File: src/rtl/des3_ctrl_pkg.sv
// Shared types and defaults for the triple-DES area-core sequencing controller.
// Latency: n/a (package only).
// Backpressure: n/a (package only).
package des3_ctrl_pkg;

   localparam int DES_BLK_W    = 64;
   localparam int DES_KEY_W    = 56;

   // Default core geometry: 3 DES passes x 16 rounds, one cycle of output latency.
   localparam int ROUNDS_DEF   = 48;
   localparam int ROUND_W_DEF  = 6;
   localparam int CORE_LAT_DEF = 1;

   typedef enum logic [1:0] {
      IDLE  = 2'd0,
      RUN   = 2'd1,
      DRAIN = 2'd2,
      DONE  = 2'd3
   } ctrl_state_t;

endpackage

File: src/rtl/des3_ctrl_round_cnt.sv
// Loadable up-counter with terminal-count flag; drives the core round select.
// Latency: count/load take effect on the next rising edge; o_tc is combinational from the count.
// Backpressure: none; the owner gates i_inc and i_load.
// Ports: clk/reset (async active-low), i_load + i_load_val, i_inc, o_cnt, o_tc (o_cnt == TC).
module des3_ctrl_round_cnt #(
   parameter int W  = 6,
   parameter int TC = 47
) (
   input  logic         clk,
   input  logic         reset,
   input  logic         i_load,
   input  logic [W-1:0] i_load_val,
   input  logic         i_inc,
   output logic [W-1:0] o_cnt,
   output logic         o_tc
);

   logic [W-1:0] r_cnt;

   always_ff @(posedge clk or negedge reset) begin
      if (!reset) begin
         r_cnt <= '0;
      end else if (i_load) begin
         r_cnt <= i_load_val;
      end else if (i_inc) begin
         r_cnt <= r_cnt + W'(1);
      end
   end

   assign o_cnt = r_cnt;
   assign o_tc  = (r_cnt == W'(TC));

endmodule

File: src/rtl/des3_area_ctrl.sv
// Sequencing controller for the iterative triple-DES core: registers one block + keys, walks roundSel 0..ROUNDS-1, captures the result.
// Latency: accept edge to out_valid = ROUNDS + CORE_LAT cycles; one block in flight at a time.
// Backpressure: in_ready is low from accept until the output handshake; out_data is held while out_valid && !out_ready.
// Ports: in_* valid/ready input block, out_* valid/ready result, core_* drive/observe des3_area, busy = RUN or DRAIN.
// Optional: define DES3_CTRL_STATS_EN to add blk_count (wrapping handshake count) and stall_cycles (saturating DONE stalls).
module des3_area_ctrl
   import des3_ctrl_pkg::*;
#(
   parameter int ROUNDS   = ROUNDS_DEF,
   parameter int ROUND_W  = ROUND_W_DEF,
   parameter int CORE_LAT = CORE_LAT_DEF
) (
   input  logic                 clk,
   input  logic                 reset,
   input  logic                 in_valid,
   output logic                 in_ready,
   input  logic [DES_BLK_W-1:0] in_data,
   input  logic [DES_KEY_W-1:0] in_key1,
   input  logic [DES_KEY_W-1:0] in_key2,
   input  logic [DES_KEY_W-1:0] in_key3,
   input  logic                 in_decrypt,
   output logic                 out_valid,
   input  logic                 out_ready,
   output logic [DES_BLK_W-1:0] out_data,
   output logic [DES_BLK_W-1:0] core_desIn,
   output logic [DES_KEY_W-1:0] core_key1,
   output logic [DES_KEY_W-1:0] core_key2,
   output logic [DES_KEY_W-1:0] core_key3,
   output logic                 core_decrypt,
   output logic [ROUND_W-1:0]   core_roundSel,
   input  logic [DES_BLK_W-1:0] core_desOut,
   output logic                 busy
`ifdef DES3_CTRL_STATS_EN
   ,
   output logic [31:0]          blk_count,
   output logic [31:0]          stall_cycles
`endif
);

   // A zero-latency core lets the result be captured on the last round cycle, skipping DRAIN.
   localparam bit LAT0    = (CORE_LAT == 0);
   localparam int DRAIN_W = (CORE_LAT < 2) ? 1 : $clog2(CORE_LAT + 1);

   ctrl_state_t          r_state;
   ctrl_state_t          w_next;

   logic [DES_BLK_W-1:0] r_din;
   logic [DES_KEY_W-1:0] r_key1;
   logic [DES_KEY_W-1:0] r_key2;
   logic [DES_KEY_W-1:0] r_key3;
   logic                 r_dec;
   logic [DES_BLK_W-1:0] r_out;
   logic [DRAIN_W-1:0]   r_drain;

   logic                 w_accept;
   logic                 w_rnd_tc;
   logic                 w_last_round;
   logic                 w_final_drain;
   logic                 w_capture;
   logic                 w_out_hs;

   assign w_accept      = (r_state == IDLE) && in_valid;
   assign w_last_round  = (r_state == RUN) && w_rnd_tc;
   assign w_final_drain = (r_state == DRAIN) && (r_drain == DRAIN_W'(1));
   assign w_capture     = LAT0 ? w_last_round : w_final_drain;
   assign w_out_hs      = (r_state == DONE) && out_ready;

   // Round select: cleared on accept (first RUN cycle shows 0 so the core loads),
   // stepped through RUN, parked at ROUNDS-1 through DRAIN/DONE, cleared on the way back to IDLE.
   des3_ctrl_round_cnt #(
      .W  (ROUND_W),
      .TC (ROUNDS - 1)
   ) u_round_cnt (
      .clk        (clk),
      .reset      (reset),
      .i_load     (w_accept || w_out_hs),
      .i_load_val ('0),
      .i_inc      ((r_state == RUN) && !w_rnd_tc),
      .o_cnt      (core_roundSel),
      .o_tc       (w_rnd_tc)
   );

   always_ff @(posedge clk or negedge reset) begin
      if (!reset) begin
         r_state <= IDLE;
      end else begin
         r_state <= w_next;
      end
   end

   always_comb begin
      w_next = r_state;
      case (r_state)
         IDLE:    if (in_valid)      w_next = RUN;
         RUN:     if (w_rnd_tc)      w_next = LAT0 ? DONE : DRAIN;
         DRAIN:   if (w_final_drain) w_next = DONE;
         DONE:    if (out_ready)     w_next = IDLE;
         default:                    w_next = IDLE;
      endcase
   end

   // Block operands stay frozen from accept until the next accept.
   always_ff @(posedge clk or negedge reset) begin
      if (!reset) begin
         r_din  <= '0;
         r_key1 <= '0;
         r_key2 <= '0;
         r_key3 <= '0;
         r_dec  <= 1'b0;
      end else if (w_accept) begin
         r_din  <= in_data;
         r_key1 <= in_key1;
         r_key2 <= in_key2;
         r_key3 <= in_key3;
         r_dec  <= in_decrypt;
      end
   end

   always_ff @(posedge clk or negedge reset) begin
      if (!reset) begin
         r_drain <= '0;
      end else if (w_last_round) begin
         r_drain <= DRAIN_W'(CORE_LAT);
      end else if ((r_state == DRAIN) && (r_drain != '0)) begin
         r_drain <= r_drain - DRAIN_W'(1);
      end
   end

   always_ff @(posedge clk or negedge reset) begin
      if (!reset) begin
         r_out <= '0;
      end else if (w_capture) begin
         r_out <= core_desOut;
      end
   end

   assign in_ready     = (r_state == IDLE);
   assign out_valid    = (r_state == DONE);
   assign busy         = (r_state == RUN) || (r_state == DRAIN);
   assign out_data     = r_out;
   assign core_desIn   = r_din;
   assign core_key1    = r_key1;
   assign core_key2    = r_key2;
   assign core_key3    = r_key3;
   assign core_decrypt = r_dec;

`ifdef DES3_CTRL_STATS_EN
   logic [31:0] r_blk_cnt;
   logic [31:0] r_stall_cnt;

   // Block count wraps naturally; stall count sticks at all-ones.
   always_ff @(posedge clk or negedge reset) begin
      if (!reset) begin
         r_blk_cnt   <= '0;
         r_stall_cnt <= '0;
      end else begin
         if (w_out_hs) begin
            r_blk_cnt <= r_blk_cnt + 32'd1;
         end
         if ((r_state == DONE) && !out_ready && (r_stall_cnt != '1)) begin
            r_stall_cnt <= r_stall_cnt + 32'd1;
         end
      end
   end

   assign blk_count    = r_blk_cnt;
   assign stall_cycles = r_stall_cnt;
`endif

endmodule

File: config.mk
export PLATFORM = sky130hd
export DESIGN_NAME = des3_area_ctrl
export DESIGN_NICKNAME = d
export VERILOG_FILES = /design/src/rtl/des3_ctrl_pkg.sv /design/src/rtl/des3_ctrl_round_cnt.sv /design/src/rtl/des3_area_ctrl.sv
export SDC_FILE = /design/constraint.sdc
export NUM_CORES = 1
export LEC_CHECK = 0
export CORE_AREA = 2 2 238 240
export CTS_CLUSTER_DIAMETER = 30
export DETAILED_ROUTE_END_ITERATION = 7
export DIE_AREA = 0 0 240 242
export HOLD_SLACK_MARGIN = 0.05
export PLACE_DENSITY = 0.5
export SETUP_SLACK_MARGIN = 0.3
export SYNTH_ARGS = -nofsm -noshare
export SYNTH_HDL_FRONTEND = slang
export SYNTH_SLANG_ARGS = --single-unit
File: constraint.sdc
create_clock -name clk -period 2 [get_ports clk]
set_clock_uncertainty 0.2 [all_clocks]
set_input_delay 0.4 -clock clk [delete_from_list [all_inputs] [get_ports clk]]
set_output_delay 0.4 -clock clk [all_outputs]
set_load 0.01 [all_outputs]
After elaboration in Yosys (flattened, before gate mapping)
Cells that the tools add are included.
Operators by class
  add/sub/neg operators: 2
  equality and inequality tests: 8
  reductions and logical operators: 12
  mux-type cells: 9
Operators by type and width (number)
  $mux W6: 2
  $mux W2: 4
  $pmux W2 S4: 1
  $add A6 B1 Y6 const B: 1
  $eq A6 B6 Y1 const B: 1
  $ne A2 B2 Y1 const B: 3
  $logic_and A1 B1 Y1: 5
  $eq A2 B2 Y1 const B: 2
  $reduce_and A4 Y1: 1
  $reduce_bool A2 Y1: 2
  $eq A2 B1 Y1 const B: 1
  $logic_not A2 Y1: 1
  $logic_or A1 B1 Y1: 2
  $mux W1: 2
  $ne A2 B1 Y1 const B: 1
  $logic_not A1 Y1: 1
  $sub A1 B1 Y1 const B: 1
Storage, ports and cells
  logic and storage cells: 40
  register bits: 306
  input bits: 301
  output and inout bits: 306

Logic depth before layout (Yosys ltp)
  word-level depth: 5
  gate-level depth with buffers: 7
  depth with buffers taken out: 6

Hierarchy
From an unflattened synthesis, not the netlist that was laid out.
Unflattened totals
  cells, all modules: 685
  area, all modules: 11602.4 µm²
By module, submodules not included
  des3_area_ctrl: cells an instance 651, seq. area each 7507.2 µm², instances 1, area each 11283.3 µm²
  des3_ctrl_round_cnt: cells an instance 34, seq. area each 150.1 µm², instances 1, area each 319.1 µm²

Worst setup path after synthesis
OpenSTA, ideal clock, no wires.
  path type: register -> register
  from: register r_state[0]
  to: register r_key1[0], in the netlist core_key1[0]
  required time: 1.675 ns
  clock period less this slack: 1.856 ns
  data arrival time: 1.531 ns
  buffers on the path: 2
  stages on the path, launching flop included: 7
  setup slack: 0.144 ns
  setup time: 0.125 ns
  cell sequence: dfrtp_1 inv_1 ha_1 nand2_2 buf_2 buf_2 mux2_2
Between the ends
  cells in the longest elaborated chain, start to end: 2
RTL lines
  start, declared: line des3_area_ctrl.sv:44  | ctrl_state_t r_state;
  start signal, assigned: line des3_area_ctrl.sv:87  | r_state <= w_next;
  $logic_not A2 Y1
  via in_ready: line des3_area_ctrl.sv:16  | output logic in_ready,
  $logic_and A1 B1 Y1: line des3_area_ctrl.sv:62  | assign w_accept = (r_state == IDLE) && in_valid;
  end signal, assigned: line des3_area_ctrl.sv:112  | r_key1 <= in_key1;
  end, declared: line des3_area_ctrl.sv:48  | logic [DES_KEY_W-1:0] r_key1;
The timed path passes the listed nets, and every way through them passes these cells.
A chain may end at the register's enable or synchronous reset.

Worst setup path after layout
  from: register r_state[1]
  to: output port busy
Between the ends
  cells in the longest elaborated chain, start to end: 2
  elaborated cells between the ends (all ways): 3
  classes of those cells: eq/ne (2); reduce/logical (1)
RTL lines
  $eq A2 B1 Y1 or $eq A2 B2 Y1 (tied branches): line des3_area_ctrl.sv:139  | assign busy = (r_state == RUN) || (r_state == DRAIN);
  $logic_or A1 B1 Y1 (*): line des3_area_ctrl.sv:139
  end, declared: line des3_area_ctrl.sv:32  | output logic busy
Mark *: on every way between the ends. The rest lies on a longest branch, timed or not.

==> results.py <==
metrics = {
    "die": {
        "die_h_um": 242,
        "dieArea_um2": 58100,
        "die_w_um": 240,
        "start_util": 0.206,
        "ios": 607,
        "row_count": 87,
        "coreArea_um2": 55700,
    },
    "grt": {
        "grt_pass1_vias": 9519,
        "grt_start_max_net_pins": 51,
        "grt_overflow": 0,
        "groute.usage.overall": 0.132,
        "grt_pass1_wl_um": 58400,
        "antenna_found_initial": 3,
    },
    "synth": {
        "synthCells": 678,
        "yosysSeqAreaShare": 0.668,
        "syn_nets": 985,
        "avgSynthCellArea_um2": 16.9,
        "ys_ff_latch": 306,
        "synthesis.area_um2": 11500,
        "synth_top_area_cell": "dfrtp_1",
        "synth_top_area_share": 0.668,
        "synth.area.top_cells": "dfrtp_1 67%, mux2_2 29%, buf_2 1.3%, ha_1 0.65%, nand2_2 0.22%",
        "synth.distinct_cells": 22,
        "ys_warn_count": 0,
    },
    "timing": {
        "relSlewSlack": 0.671,
        "fin_crit_sh": 1.02,
        "finalSetupViolCount": 1,
        "whs_ns": 0.0913,
        "finalWorstSetupSlack_ns": -0.0317,
        "final_hold_viol_count": 0,
        "worst_slew_pin_slew_ns": 0.493,
        "post-route-min-period_ns": 2.03,
        "fin_setup_tns_ns": -0.0317,
        "clock.fmax_mhz": 492,
        "maxSlewViolCount": 0,
        "rsz0062_at_grt": "true",
    },
    "finish": {
        "fin_area_um2": 23100,
        "area_growth_pct": 102,
        "fin_util": 0.415,
        "drive_gt1_frac": 0.574,
        "layout.nets": 1763,
        "instances_no_fill": 2287,
    },
    "clock_network": {
        "htreeDepth": 3,
        "clk_latency_ns": 0.60,
        "cts_buffers": 88,
        "clock_sinks": 306,
        "cts_tree": "built",
        "cts.path.max_buffers": 3,
        "root_buffer": "clkbuf_16",
        "clk_pin_slew_ns": 0.04,
    },
    "power": {
        "power_mw": 22.2,
        "p_leak_nw": 11.7,
        "powerDensity_nw_per_um2": 959,
        "vdd_drop_max_v": 0.000694,
    },
    "routing": {
        "wl_per_cell_um": 19.2,
        "drtAntennaViolNets": 0,
        "vias_per_cell": 3.88,
        "drtPass1Iterations": 4,
        "drc": 0,
        "wl_um": 43900,
        "vias": 8882,
        "drt_iter0_markers": 221,
    },
    "placement": {
        "dp_cells": 2047,
        "gp_congestion": 0.780,
        "pre_cts_slack_ns": -0.193,
        "dp_hpwl_um": 29400,
        "portBuffers": 606,
        "place_area_um2": 18900,
    },
    "critical_path": {
        "arrival_ns": 1.43,
        "worst-r2r-setup-slack_ns": 0.02,
        "worstSetupPathType": "reg2out",
        "worstReg2RegEnd": "r_state[1]$_DFFE_PN0P_",
        "critPathLaunchType": "flop",
        "worstSetupStartpoint": "r_state[1]$_DFFE_PN0P_",
        "crit_required_ns": 1.40,
        "worstPathMaxFanout": 3,
        "endpoint_kind": "output port",
        "ff2ff_path_depth": 7,
        "timing.rr.start": "r_state[0]$_DFFE_PN0P_",
    },
    "outcome": {
        "violations": "setup timing",
        "status": "complete, but fails checks",
    },
    "min_path": {
        "hold_path.class": "in2async",
    },
    "job": {
        "maxCapViolCount": 0,
    },
}
==> sequential cells by signal (all words and copies together), names as in the netlist <==
name and count:
core_key3 56, core_desIn 64, r_state 2, core_key1 56, out_data 64, u_round_cnt.o_cnt 6, core_decrypt 1, r_drain 1
core_key2 56
==> kinds of logic after synthesis <==
group | share of synthesized area
XOR/XNOR | 0.00153
buffers and inverters | 0.0159
multiplexers | 0.295
AO/OA/AOI/OAI | 0.00371
adder cells (fa/ha/maj) | 0.00655
flip-flops | 0.668
AND/OR/NAND/NOR | 0.00960
==> synth_stat cells (all sizes together) <==
cell type    n
a21oi        3
a222oi       1
and3         1
and4         1
buf         31
dfrtp      306
ha           6
inv          6
mux2       298
mux2i        2
nand2        7
nand3b       1
nand4        2
nor2         6
nor3         3
o21ai        1
o32ai        1
xnor2        1
xor2         1
==> routing by layer <==
layer | part of all wire | up-vias | track usage
met4 | 0.027 | 0 | 0.0530
met5 | 0 | - | 0
met2 | 0.52 | 363 | 0.232
met1 | 0.37 | 4449 | 0.138
li1 | - | 3993 | -
met3 | 0.080 | 77 | 0.0558
==> layout by cell type (no fill, tap or decap), drive strengths merged <==
| cell type | instances |
|---|---|
| and4 | 1 |
| nor2 | 6 |
| a222oi | 1 |
| xor2 | 1 |
| a21oi | 3 |
| ha | 6 |
| o32ai | 1 |
| diode | 3 |
| mux2 | 298 |
| clkinv | 20 |
| clkinvlp | 4 |
| o21ai | 1 |
| clkbuf | 217 |
| dfrtp | 306 |
| and3 | 1 |
| buf | 321 |
| inv | 8 |
| nand4 | 2 |
| bufinv | 15 |
| nand3b | 1 |
| clkdlybuf4s50 | 299 |
| dlygate4sd3 | 1 |
| nand2 | 9 |
| nor3 | 3 |
| xnor2 | 1 |
| mux2i | 2 |
==> repair_timing <==
| action | 4_1_cts | 5_1_grt |
|---|---|---|
| pin swaps | 2 | 4 |
| buffers inserted | 20 | 25 |
| cloned | 0 | 29 |
| hold endpoints to repair | 306 | 0 |
| gates resized for setup | 1158 | 387 |
| endpoints found under the setup margin | 592 | 596 |
| hold buffers | 1 | 0 |
==> report_power, final <==
part	internal (mW)	switching [mW]
sequential	6.28	0.0390
combinational	0.695	0.322
clock	10.7	4.17
==> critical path: stages (launching register included) <==
cell,delay [ns]
dfrtp_1,0.39
inv_2,0.07
ha_4,0.27
buf_6,0.10
==> layout make-up <==
type	count	area (um^2)
well taps	756	946
clock buffers	121	2520
repair buffers	717	7010
clock inverters	41	696
inverters	6	22.5
multi-input cells	337	4280
fillers	5258	32600
diodes	3	7.51
flip-flops and latches	306	7660
==> worst max path at each step <==
stage          cells after the start                          to
2_1_floorplan                      6  core_desIn[10]$_DFFE_PN0P_
5_1_grt                            3                        busy
4_1_cts                            3                        busy
3_5_place_dp                       4   core_key2[43]$_DFFE_PN0P_
3_3_place_gp                       4   core_key2[43]$_DFFE_PN0P_
6_report                           3                        busy
Power figures use the tool's default switching activity.
